--- config.mk ---
export PLATFORM = sky130hd
export DESIGN_NAME = fetch_ctrl_flat
export DESIGN_NICKNAME = d
export VERILOG_FILES = /design/src/rtl/fetch_pkg.sv /design/src/rtl/fetch_if.sv /design/src/rtl/sat_counter.sv /design/src/rtl/fetch_ctrl.sv /design/src/flat_wrapper.sv
export SDC_FILE = /design/constraint.sdc
export NUM_CORES = 1
export LEC_CHECK = 0
export ABC_AREA = 1
export ABC_CLOCK_PERIOD_IN_PS = 3700
export CAP_MARGIN = 20
export CORE_ASPECT_RATIO = 1.1
export CORE_UTILIZATION = 55
export CTS_BUF_LIST = sky130_fd_sc_hd__clkbuf_8
export CTS_CLUSTER_SIZE = 25
export DETAILED_ROUTE_END_ITERATION = 7
export GPL_ROUTABILITY_DRIVEN = 0
export HOLD_SLACK_MARGIN = 0.1
export PLACE_DENSITY = 0.87
export SETUP_SLACK_MARGIN = 0.1
export SYNTH_ARGS = -nofsm -noshare
export SYNTH_HDL_FRONTEND = slang
export SYNTH_HIERARCHICAL = 1
export SYNTH_SLANG_ARGS = --single-unit
--- constraint.sdc ---
create_clock -name reloj -period 3.7 [get_ports reloj]
set_clock_uncertainty 0.1 [all_clocks]
set_input_delay 0.74 -clock reloj [delete_from_list [all_inputs] [get_ports reloj]]
set_output_delay 0.74 -clock reloj [all_outputs]
set_load 0.005 [all_outputs]
--- src/rtl/fetch_pkg.sv ---
// Shared types for the fetch next-PC sequencer: PC-mux select codes and FSM states.
package fetch_pkg;

    typedef enum logic [1:0] {
        SEL_PC4  = 2'b00,
        SEL_JMP  = 2'b01,
        SEL_DOA  = 2'b10,
        SEL_ZERO = 2'b11
    } sel_dir_t;

    typedef enum logic [1:0] {
        ST_BOOT  = 2'b00,
        ST_RUN   = 2'b01,
        ST_FLUSH = 2'b10
    } state_t;

    localparam int FCNT_W = 3;

endpackage

--- src/rtl/fetch_if.sv ---
// Execute-lane resolution inputs and fetch PC-mux controls between the pipeline and fetch_ctrl.
interface fetch_if #(
    parameter int CNT_W = 16
);
    logic             ex_vld1;
    logic             ex_jmp1;
    logic             ex_jr1;
    logic             ex_vld2;
    logic             ex_jmp2;
    logic             ex_jr2;
    logic             restart;
    logic [1:0]       SEL_DIR;
    logic             SEL_JA;
    logic             kill_ex2;
    logic             flush;
    logic             busy;
    logic             err;
    logic [CNT_W-1:0] redir_cnt;

    modport master (
        output ex_vld1, ex_jmp1, ex_jr1, ex_vld2, ex_jmp2, ex_jr2, restart,
        input  SEL_DIR, SEL_JA, kill_ex2, flush, busy, err, redir_cnt
    );

    modport slave (
        input  ex_vld1, ex_jmp1, ex_jr1, ex_vld2, ex_jmp2, ex_jr2, restart,
        output SEL_DIR, SEL_JA, kill_ex2, flush, busy, err, redir_cnt
    );
endinterface

--- src/rtl/sat_counter.sv ---
// Up-counter that sticks at all-ones instead of wrapping.
module sat_counter #(
    parameter int W = 16
) (
    input  logic         reloj,
    input  logic         reset,
    input  logic         inc,
    output logic [W-1:0] cnt
);

    always_ff @(posedge reloj or negedge reset) begin
        if (!reset) begin
            cnt <= '0;
        end else if (inc && (cnt != {W{1'b1}})) begin
            cnt <= cnt + W'(1);
        end
    end

endmodule

--- src/rtl/fetch_ctrl.sv ---
// Next-PC sequencer: picks the fetch PC source from EX jump resolutions and
// squashes wrong-path fetches for FLUSH_CYC cycles after each redirect.
module fetch_ctrl #(
    parameter int FLUSH_CYC = 2,
    parameter int CNT_W     = 16
) (
    input  logic reloj,
    input  logic reset,
    fetch_if.slave bus
);
    import fetch_pkg::*;

    localparam logic [FCNT_W-1:0] FLUSH_LOAD = FCNT_W'(FLUSH_CYC - 1);

    state_t              state;
    state_t              state_nxt;
    logic [FCNT_W-1:0]   fcnt;
    logic [FCNT_W-1:0]   fcnt_nxt;
    logic                err_q;
    logic                err_set;
    logic                redir_inc;
    logic                jmp_l1;
    logic                jmp_l2;
    sel_dir_t            sel_dir;
    logic                sel_ja;
    logic                kill_ex2;
    logic                flush;

    assign jmp_l1 = bus.ex_vld1 & (bus.ex_jmp1 | bus.ex_jr1);
    assign jmp_l2 = bus.ex_vld2 & (bus.ex_jmp2 | bus.ex_jr2);

    always_ff @(posedge reloj or negedge reset) begin
        if (!reset) begin
            state <= ST_BOOT;
            fcnt  <= '0;
            err_q <= 1'b0;
        end else begin
            state <= state_nxt;
            fcnt  <= fcnt_nxt;
            if (err_set) begin
                err_q <= 1'b1;
            end
        end
    end

    always_comb begin
        state_nxt = ST_BOOT;
        fcnt_nxt  = fcnt;
        case (state)
            ST_BOOT: state_nxt = ST_RUN;
            ST_RUN: begin
                state_nxt = ST_RUN;
                if (bus.restart || jmp_l1 || jmp_l2) begin
                    state_nxt = ST_FLUSH;
                    fcnt_nxt  = FLUSH_LOAD;
                end
            end
            ST_FLUSH: begin
                // restart reloads the window; jump flags here belong to squashed instructions
                if (bus.restart) begin
                    state_nxt = ST_FLUSH;
                    fcnt_nxt  = FLUSH_LOAD;
                end else if (fcnt == '0) begin
                    state_nxt = ST_RUN;
                end else begin
                    state_nxt = ST_FLUSH;
                    fcnt_nxt  = fcnt - FCNT_W'(1);
                end
            end
            default: state_nxt = ST_BOOT;
        endcase
    end

    assign err_set   = (state == ST_RUN) &&
                       ((bus.ex_vld1 && bus.ex_jmp1 && bus.ex_jr1) ||
                        (bus.ex_vld2 && bus.ex_jmp2 && bus.ex_jr2));
    assign redir_inc = (state == ST_RUN) && !bus.restart && (jmp_l1 || jmp_l2);

    always_comb begin
        sel_dir  = SEL_PC4;
        sel_ja   = 1'b0;
        kill_ex2 = 1'b0;
        flush    = 1'b0;
        case (state)
            ST_RUN: begin
                if (bus.restart) begin
                    sel_dir = SEL_ZERO;
                end else if (jmp_l1) begin
                    sel_dir  = bus.ex_jmp1 ? SEL_JMP : SEL_DOA;
                    kill_ex2 = 1'b1;
                end else if (jmp_l2) begin
                    sel_dir = bus.ex_jmp2 ? SEL_JMP : SEL_DOA;
                    sel_ja  = 1'b1;
                end
            end
            ST_FLUSH: begin
                flush = 1'b1;
                if (bus.restart) begin
                    sel_dir = SEL_ZERO;
                end
            end
            default: begin
                sel_dir = SEL_ZERO;
                flush   = 1'b1;
            end
        endcase
    end

    assign bus.SEL_DIR  = sel_dir;
    assign bus.SEL_JA   = sel_ja;
    assign bus.kill_ex2 = kill_ex2;
    assign bus.flush    = flush;
    assign bus.busy     = (state != ST_RUN);
    assign bus.err      = err_q;

    sat_counter #(.W(CNT_W)) u_redir_cnt (
        .reloj (reloj),
        .reset (reset),
        .inc   (redir_inc),
        .cnt   (bus.redir_cnt)
    );

endmodule

--- src/flat_wrapper.sv ---
// flat-port wrapper written by rule: the top's interface ports become plain ports
module fetch_ctrl_flat import fetch_pkg::*;
#(
    parameter int FLUSH_CYC = 2,
    parameter int CNT_W     = 16
)
  (reloj, reset, bus_ex_vld1, bus_ex_jmp1, bus_ex_jr1, bus_ex_vld2, bus_ex_jmp2, bus_ex_jr2, bus_restart, bus_SEL_DIR, bus_SEL_JA, bus_kill_ex2, bus_flush, bus_busy, bus_err, bus_redir_cnt);
  fetch_if #(.CNT_W(CNT_W)) bus_i ();
  input  logic reloj;
  input  logic reset;
  input wire logic [$bits(bus_i.ex_vld1)-1:0] bus_ex_vld1;
  input wire logic [$bits(bus_i.ex_jmp1)-1:0] bus_ex_jmp1;
  input wire logic [$bits(bus_i.ex_jr1)-1:0] bus_ex_jr1;
  input wire logic [$bits(bus_i.ex_vld2)-1:0] bus_ex_vld2;
  input wire logic [$bits(bus_i.ex_jmp2)-1:0] bus_ex_jmp2;
  input wire logic [$bits(bus_i.ex_jr2)-1:0] bus_ex_jr2;
  input wire logic [$bits(bus_i.restart)-1:0] bus_restart;
  output wire logic [$bits(bus_i.SEL_DIR)-1:0] bus_SEL_DIR;
  output wire logic [$bits(bus_i.SEL_JA)-1:0] bus_SEL_JA;
  output wire logic [$bits(bus_i.kill_ex2)-1:0] bus_kill_ex2;
  output wire logic [$bits(bus_i.flush)-1:0] bus_flush;
  output wire logic [$bits(bus_i.busy)-1:0] bus_busy;
  output wire logic [$bits(bus_i.err)-1:0] bus_err;
  output wire logic [$bits(bus_i.redir_cnt)-1:0] bus_redir_cnt;
  assign bus_i.ex_vld1 = bus_ex_vld1;
  assign bus_i.ex_jmp1 = bus_ex_jmp1;
  assign bus_i.ex_jr1 = bus_ex_jr1;
  assign bus_i.ex_vld2 = bus_ex_vld2;
  assign bus_i.ex_jmp2 = bus_ex_jmp2;
  assign bus_i.ex_jr2 = bus_ex_jr2;
  assign bus_i.restart = bus_restart;
  assign bus_SEL_DIR = bus_i.SEL_DIR;
  assign bus_SEL_JA = bus_i.SEL_JA;
  assign bus_kill_ex2 = bus_i.kill_ex2;
  assign bus_flush = bus_i.flush;
  assign bus_busy = bus_i.busy;
  assign bus_err = bus_i.err;
  assign bus_redir_cnt = bus_i.redir_cnt;
  fetch_ctrl #(.FLUSH_CYC(FLUSH_CYC), .CNT_W(CNT_W)) u_core (.reloj(reloj), .reset(reset), .bus(bus_i));
endmodule
== Yosys cells after proc, flatten, opt, wreduce, memory -nomap -nowiden ==
Cells that the tools add are included.
Widths: inputs -> output; s select.

* Memories: 0
* Word-level logic and storage cells: 56
* Bits of input ports: 9
* Bits in latches: 0
* Bits in read-only memories: 0
* Bits in writable memories: 0
* Register bits: 22

* Add/sub/neg operators: 2
* Divide/modulo/power cells: 0
* Reductions and logical operators: 17
* Equal/unequal tests: 6
* Multipliers: 0
* Mux-type cells: 23
* Magnitude comparators: 0
* Bitwise logic cells: 4
* Shift operators: 0

{| class="wikitable"
|+ Operators by type and width
! cell !! number
|-
| $mux 2 || 9
|-
| $add 16x1->16 const B || 1
|-
| $ne 16x16->1 const B || 1
|-
| $mux 3 || 3
|-
| $logic_and 1x1->1 || 8
|-
| $mux 1 || 8
|-
| $pmux 2 s3 || 1
|-
| $pmux 3 s2 || 1
|-
| $logic_or 1x1->1 || 4
|-
| $ne 2x1->1 const B || 2
|-
| $pmux 2 s2 || 1
|-
| $logic_not 3->1 || 1
|-
| $ne 3x3->1 const B || 1
|-
| $reduce_and 3->1 || 1
|-
| $sub 3x1->3 const B || 1
|-
| $and 1x1->1 || 2
|-
| $eq 2x1->1 const B || 1
|-
| $eq 2x2->1 const B || 1
|-
| $logic_not 2->1 || 1
|-
| $or 1x1->1 || 2
|-
| $reduce_bool 2->1 || 1
|-
| $logic_not 1->1 || 1
|}

== Longest topological paths before layout ==
Gate-level depths: netlist (run 1).

* Depth after elaboration: 6
* Depth in mapped cells: 14

== Modules after synthesis ==
Netlist (run 1), hierarchy kept.

{| class="wikitable"
|+ Modules (own cells, without submodules)
! module !! sequential area each (um^2) !! cells each !! instances !! area an instance (um^2)
|-
| sat_counter || 400.4 || 149 || 1 || 1058.5
|-
| fetch_ctrl || 150.1 || 70 || 1 || 533.0
|}

== Worst setup path before layout (run 1) ==
Ideal clock, no wire load.

* Kind: in2out
* Start: input bus_ex_jr1
* End: output bus_SEL_DIR[0]
* Data arrival time: 1.217 ns
* Buffers on the path: 0
* Path slack: 1.643 ns
* Stages on the path: 5
* Cells stage by stage: o21ai_4 > nand3_1 > nand3_1 > nand2_1 > nand2_1

* Word-level cells in the longest chain between the ends: 5

{| class="wikitable"
|+ RTL lines
! element !! line !! RTL
|-
| from (decl) || flat_wrapper.sv:13 || <nowiki>input wire logic [$bits(bus_i.ex_jr1)-1:0] bus_ex_jr1;</nowiki>
|-
| $or 1x1->1 || fetch_ctrl.sv:29 || <nowiki>assign jmp_l1 = bus.ex_vld1 & (bus.ex_jmp1 | bus.ex_jr1);</nowiki>
|-
| $and 1x1->1 || fetch_ctrl.sv:29 ||
|-
| $mux 2 || fetch_ctrl.sv:88 || <nowiki>end else if (jmp_l1) begin</nowiki>
|-
| $mux 2 || fetch_ctrl.sv:86 || <nowiki>if (bus.restart) begin</nowiki>
|-
| $pmux 2 s2 || fetch_ctrl.sv:84 || <nowiki>case (state)</nowiki>
|-
| to (decl) || flat_wrapper.sv:18 || <nowiki>output wire logic [$bits(bus_i.SEL_DIR)-1:0] bus_SEL_DIR;</nowiki>
|}

Every way passes these cells.

== Final worst setup path (run 1) ==
Ends and elaborated chain as after synthesis.

==> results of run 1 <==
[cell type report]
type | count | area share, %
clock inverter | 1 | 1.49
timing repair buffer | 32 | 16.8
clock buffer | 3 | 2.05
multi-input combinational | 171 | 46.0
sequential | 22 | 27.4
tap | 33 | 2.05
inverter | 23 | 4.29
[tightest hold or removal path: stages (launching register included)]
cell,delay (ns)
dfrtp_1,0.35
nand2_1,0.05
nand2_1,0.04
[sequential cells by signal, indices dropped and copies added, names as in the netlist]
name                    flops
u_core/state                2
u_core/fcnt                 3
u_core/bus.err              1
u_core/u_redir_cnt/cnt     16
[per-stage QoR]
stage,std cells,power [mW],hold WS (ns),worst slack (ns)
4_1_cts,284,1.14,0.379,0.605
3_3_place_gp,280,0.892,0.357,0.624
3_5_place_dp,280,0.905,0.359,0.607
5_1_grt,285,1.22,0.403,0.519
2_1_floorplan,219,0.687,0.342,1.64
6_report,285,1.13,0.376,0.610
[logic make-up (layout without fill, tap and decap cells)]
| group | after synthesis | in the layout | share of synthesized area (%) |
|---|---|---|---|
| compound gates | 15 | 15 | 6.29 |
| xor+xnor | 6 | 6 | 3.30 |
| fa+ha+maj | 7 | 7 | 5.50 |
| buf+inv | 26 | 59 | 7.31 |
| flops | 22 | 22 | 34.6 |
| simple gates | 143 | 143 | 43.0 |
[path summary, 6_finish.rpt]
check                           startpoint                    endpoint  slack, ns  cells after the start
max in group asynchronous            reset              u_core/fcnt[0]       2.57                      2
min in group asynchronous            reset  u_core/u_redir_cnt/cnt[15]       0.58                      1
setup / recovery                bus_ex_jr1              bus_SEL_DIR[0]       0.61                      7
hold reg to reg             u_core/fcnt[1]              u_core/fcnt[1]       0.38                      2
hold / removal              u_core/fcnt[1]              u_core/fcnt[1]       0.38                      2
setup reg to reg           u_core/state[1]   u_core/u_redir_cnt/cnt[9]       1.54                      9
[per-layer routing]
| metal | routed length [µm] | up-vias |
|---|---|---|
| li1 | - | 761 |
| met1 | 1560 | 690 |
| met2 | 1720 | 23 |
| met3 | 62 | 2 |
| met4 | 21 | 0 |
| met5 | 0 | - |
[cell usage in the layout (no fill, tap or decap), types with 2 or more instances in the layout]
master,count
inv_1,20
nor2_2,3
nand3_1,13
ha_1,7
clkbuf_8,3
or2_2,2
xnor2_1,5
a21oi_1,3
nand4_1,8
dfrtp_1,22
nor2_4,5
inv_2,3
clkdlybuf4s50_1,31
nand3_2,2
nand2_1,84
nand2_2,4
nand3b_1,2
o21ai_2,3
o21ai_0,7
nor2_1,18
[report_power, final]
group          total [mW]  internal [mW]  switching [mW]  leakage, nW
Combinational       0.519          0.267           0.252        0.571
Sequential          0.387          0.306          0.0807        0.279
Clock               0.223          0.144          0.0789       0.0357
Total                1.13          0.717           0.412        0.885
==> run_results.csv, run 1 <==
group,metric,value,unit
detailed_routing,vias_per_cell,5.18,
die,die_h,58.4,µm
final_layout,final_layout_size_suffix_gt1_share,11.9,%
place,post-dp-hpwl,2.47,mm
sta,period_needed,3.09,ns
clock_tree,clk_latency,0.26,ns
worst_setup_path,cp_top_family,"buffers and inverters",
sta,rsz0062_at_grt,"no",
sta,fmax,324,MHz
power_and_ir_drop,p_leak,0.885,nW
sta,fin_setup_tns,0,ns
yosys,synthTopCellsByArea,"dfrtp_1 (35%), nand2_1 (20%), ha_1 (5.5%), inv_1 (4.7%), nor2_1 (4.2%)",
min_path,min_path_type,"register to register",
detailed_routing,drtIter0Drc,44,
yosys,ys_ff_latch,22,
worst_setup_path,start_kind,"input pin",
clock_tree,clk_path_buf_depth,2,
die,die_w,53.3,µm
worst_setup_path,critPathSlowestCell,"clkdlybuf4s50_1",
detailed_routing,drt-wirelength-per-cell,11.8,µm
final_layout,fin_area,2010,µm²
yosys,syn_inst,219,
global_routing,grt_use_met1,31.1,%
yosys,yosys.area.top_type_share,34.6,%
final_layout,multi_input_area,925,µm²
yosys,ys_seq_area_share,34.6,%
flow_run,drv_cap,0,
worst_setup_path,cp_max_fo,7,
place,port_buffers,31,
place,place_area,1910,µm²
sta,drv_slew,0,
clock_tree,clkTransAtPathRegs,0.08,ns
sta,hold_viol_final,0,
final_layout,fin_util,73.1,%
global_routing,grt_max_degree,23,
yosys,synth_edf_count,0,
run_status,status,"finished, final reports clean",
detailed_routing,drc,0,
sta,period_share,83.5,%
yosys,yosysMostFrequentCell,"nand2_1",
global_routing,grt_use_met2,42.5,%
worst_setup_path,crit_buf_inv,2,
worst_setup_path,worstSetupEndpointType,"output port",
clock_tree,cts_tree,"built",
sta,maxSlewHeadroom,73.6,%
final_layout,final_nets,269,
final_layout,diodes,0,
die,coreArea,2750,µm²
worst_setup_path,cpPeakStageDelay,0.49,ns
clock_tree,htreeDepth,1,
yosys,avgSynthCellArea,7.27,µm²
yosys,ys_warn_count,6,
yosys,synth_common_cells,"nand2_1 (84), dfrtp_1 (22), inv_1 (20)",
final_layout,areaGrowthSynthToFinish,26.4,%
final_layout,fill_cells,225,
clock_tree,cts_root_buf,"clkbuf_8",
worst_setup_path,arrival,2.25,ns
yosys,yosysTopAreaCell,"dfrtp_1",
global_routing,antenna_found_initial,0,
yosys,synth_cell_types,25,
clock_tree,hold_buffers,0,
global_routing,grt_pass1_wl,5.66,mm
worst_setup_path,cp_cell_sequence,"clkdlybuf4s50_1 -> o21ai_4 -> nand3_1 -> nand3_1 -> nand2_1 -> nand2_1 -> clkdlybuf4s50_1",
global_routing,groute.usage.overall,24.4,%
power_and_ir_drop,p_per_area,561,nW/µm²
global_routing,busiest_layer,"met2",
die,die_area,3110,µm²
worst_setup_path,path_class,"input pin to output port",
die,num_rows,20,
detailed_routing,ant_nets,0,
global_routing,use_met3,2.33,%
global_routing,grt_pass1_vias,1291,
power_and_ir_drop,irDropWorstVdd,0.000394,V
detailed_routing,first_pass_iters,4,
clock_tree,numCtsBuffers,3,
clock_tree,clkSinkCount,22,
global_routing,grt-ovfl-total,0,
die,ios,32,
die,initial_core_util,57.8,%
yosys,synth_fp_nets,235,
sta,setup_violations,0,
final_layout,register_area,551,µm²
worst_setup_path,required,2.86,ns
yosys,async_flop_share,100,%
detailed_routing,vias,1476,
clock_tree,post_cts_buffers,0,
yosys,synthFlopType,"dfrtp_1",
detailed_routing,finalWirelength,3.36,mm
clock_tree,cts_resized,0,
yosys,netlist_area,1590,µm²
sta,worstMarginPinSlew,0.395,ns
Power figures use the tool's default switching activity.
==> inputs of run 2 (changes only) <==
--- a/config.mk
+++ b/config.mk
@@ -6,16 +6,16 @@
 export NUM_CORES = 1
 export LEC_CHECK = 0
 export ABC_AREA = 1
-export ABC_CLOCK_PERIOD_IN_PS = 3700
+export ABC_CLOCK_PERIOD_IN_PS = 2600
 export CAP_MARGIN = 20
 export CORE_ASPECT_RATIO = 1.1
-export CORE_UTILIZATION = 55
+export CORE_UTILIZATION = 48
 export CTS_BUF_LIST = sky130_fd_sc_hd__clkbuf_8
 export CTS_CLUSTER_SIZE = 25
 export DETAILED_ROUTE_END_ITERATION = 7
 export GPL_ROUTABILITY_DRIVEN = 0
 export HOLD_SLACK_MARGIN = 0.1
-export PLACE_DENSITY = 0.87
+export PLACE_DENSITY = 0.8
 export SETUP_SLACK_MARGIN = 0.1
 export SYNTH_ARGS = -nofsm -noshare
 export SYNTH_HDL_FRONTEND = slang
==> constraint.sdc (replaced) <==
create_clock -name reloj -period 2.6 [get_ports reloj]
set_clock_uncertainty 0.1 [all_clocks]
set_input_delay 0.52 -clock reloj [delete_from_list [all_inputs] [get_ports reloj]]
set_output_delay 0.52 -clock reloj [all_outputs]
set_load 0.005 [all_outputs]
==> run 2 against run 1 <==
The flow now finishes with violations (design-rule violations). Worst hold slack worse by 0.0029 ns. Register-to-register slack worse by 0.87 ns. Routed wire length down 2.6%. Flip-flop and latch count unchanged. Clock-buffer cell count up 1. Design area up 0.12%. Via count down 1.2%. Highest routed layer unchanged. Critical path type is now register to output port. Global-route usage down 4.9 points.
==> run_results.csv, run 2 (synthesized netlist as in run 1, its figures left out) <==
group,metric,value,unit
run_status,status,"finished with violations",
run_status,violations,"design-rule violations",
final_layout,final_layout_size_suffix_gt1_share,14.1,%
final_layout,areaGrowthSynthToFinish,26.6,%
detailed_routing,first_pass_iters,6,
clock_tree,htreeDepth,1,
sta,period_needed,2.42,ns
clock_tree,hold_buffers,0,
global_routing,grt_pass1_vias,1303,
final_layout,top_regs,"u_core/u_redir_cnt/cnt (16), u_core/fcnt (3), u_core/state (2)",
detailed_routing,drtIter0Drc,97,
sta,whs,0.373,ns
min_path,whs_path_depth,1,
flow_run,drv_cap,0,
worst_setup_path,cp_common_cell,"inv_2",
sta,rsz0062_at_grt,"no",
worst_setup_path,path_class,"register to output port",
final_layout,regMostFlops,"u_core/u_redir_cnt/cnt",
worst_setup_path,required,1.98,ns
die,num_rows,21,
sta,maxSlewHeadroom,74.8,%
global_routing,grt-ovfl-total,0,
die,die_h,62.4,µm
place,port_buffers,31,
detailed_routing,ant_nets,0,
sta,worstMarginPinSlew,0.378,ns
worst_setup_path,cpPeakStageDelay,0.51,ns
worst_setup_path,cp_max_fo,5,
clock_tree,clk_path_buf_depth,2,
sta,drv_slew,0,
die,ios,32,
final_layout,final_nets,272,
clock_tree,clkSinkCount,22,
sta,period_share,92.9,%
final_layout,final_common_cell,"nand2_1",
die,initial_core_util,51.3,%
clock_tree,clkTransAtPathRegs,0.08,ns
global_routing,grt_pass1_wl,5.60,mm
final_layout,diodes,0,
worst_setup_path,worstSetupEndpointType,"output port",
min_path,min_path_type,"register to register",
worst_setup_path,critPathSlowestCell,"clkdlybuf4s50_1",
global_routing,grt_max_degree,23,
place,place_area,1940,µm²
clock_tree,cts_root_buf,"clkbuf_8",
die,coreArea,3100,µm²
global_routing,groute.usage.overall,19.5,%
worst_setup_path,arrival,1.80,ns
detailed_routing,vias_per_cell,5.05,
sta,fmax,414,MHz
worst_setup_path,r2r.worst_path.cells,9,
power_and_ir_drop,p_per_area,771,nW/µm²
clock_tree,cts_tree,"built",
place,post-dp-hpwl,2.51,mm
die,die_area,3550,µm²
sta,setup_violations,0,
clock_tree,numCtsBuffers,3,
clock_tree,clk_latency,0.25,ns
detailed_routing,finalWirelength,3.27,mm
final_layout,fin_area,2010,µm²
sta,hold_viol_final,0,
global_routing,antenna_found_initial,0,
detailed_routing,drc,4,
worst_setup_path,start_kind,"register",
final_layout,layout_common_cells,"nand2_1 (84), clkdlybuf4s50_1 (24), dfrtp_1 (22)",
final_layout,largest_reg_flops,16,
worst_setup_path,cp_cell_sequence,"inv_2 -> ha_4 -> inv_2 -> nor2_4 -> inv_1 -> nor2_1 -> clkdlybuf4s50_1",
power_and_ir_drop,p_leak,0.911,nW
detailed_routing,drt-wirelength-per-cell,11.3,µm
power_and_ir_drop,irDropWorstVdd,0.000459,V
die,die_w,56.9,µm
detailed_routing,vias,1459,
-- run 2: changes by cell type in the layout (fill, tap and decap cells not counted), moves of 2 or more --
| cell | change |
|---|---|
| clkdlybuf4s50_1 | -7 |
| dlygate4sd2_1 | +5 |
| buf_4 | +4 |
| dlymetal6s2s_1 | +2 |
-- run 2: path summary, 6_finish.rpt --
path / start / end / slack (ns)
min in group asynchronous: reset / u_core/bus.err / 0.51
setup / recovery: u_core/state[1] / bus_kill_ex2 / 0.18
hold reg to reg: u_core/bus.err / u_core/bus.err / 0.37
max in group asynchronous: reset / u_core/u_redir_cnt/cnt[6] / 1.67
setup reg to reg: u_core/state[1] / u_core/u_redir_cnt/cnt[7] / 0.67
hold / removal: u_core/bus.err / u_core/bus.err / 0.37
-- run 2: area by class of cell --
cell class / instances / area (µm²)
clock buffers: 4 / 55.1
multi-input cells: 171 / 941
inverters: 23 / 86.3
repair buffers: 35 / 339
well taps: 34 / 42.5
fillers: 266 / 1090
flip-flops and latches: 22 / 551
-- run 2: critical path: cells and delay by family (launching register included) --
kind / cells / cell delay, ns
and+or+nand+nor: 2 / 0.23
adders and majority gates: 1 / 0.15
buffers and inverters: 4 / 0.74
DFF: 1 / 0.42
-- run 2: stage by stage --
| step | total power [mW] | cells | util [%] | setup TNS [ns] | worst slack (ns) |
|---|---|---|---|---|---|
| 3_5_place_dp | 1.29 | 284 | 62.5 | -0.00165 | -0.00165 |
| 6_report | 1.55 | 289 | 65.0 | 0 | 0.184 |
| 2_1_floorplan | 0.977 | 219 | - | 0 | 0.716 |
| 4_1_cts | 1.54 | 289 | 64.4 | 0 | 0.0996 |
| 5_1_grt | 1.68 | 289 | 65.0 | 0 | 0.0992 |
| 3_3_place_gp | 1.28 | 284 | 62.5 | 0 | 0.0146 |
-- run 2: timing repair --
item	CTS	global route
endpoints found under the setup margin	4	4
pin swaps	1	0
buffers inserted	1	0
gates resized for setup	6	6
-- run 2: routing by layer --
metal / routed length, µm / up-vias / share of wire [%] / track usage [%]
met1: 1520 / 667 / 46 / 26.4
met5: 0 / - / 0 / 0
met4: 36 / 0 / 1.1 / 4.88
li1: - / 763 / - / -
met2: 1630 / 25 / 50 / 32.9
met3: 81 / 4 / 2.5 / 2.48
-- run 2: where the power goes --
group	total, mW	switching [mW]	leakage, nW	internal (mW)
clock	0.241	0.106	0.0288	0.135
sequential	0.555	0.119	0.279	0.436
combinational	0.757	0.363	0.603	0.395
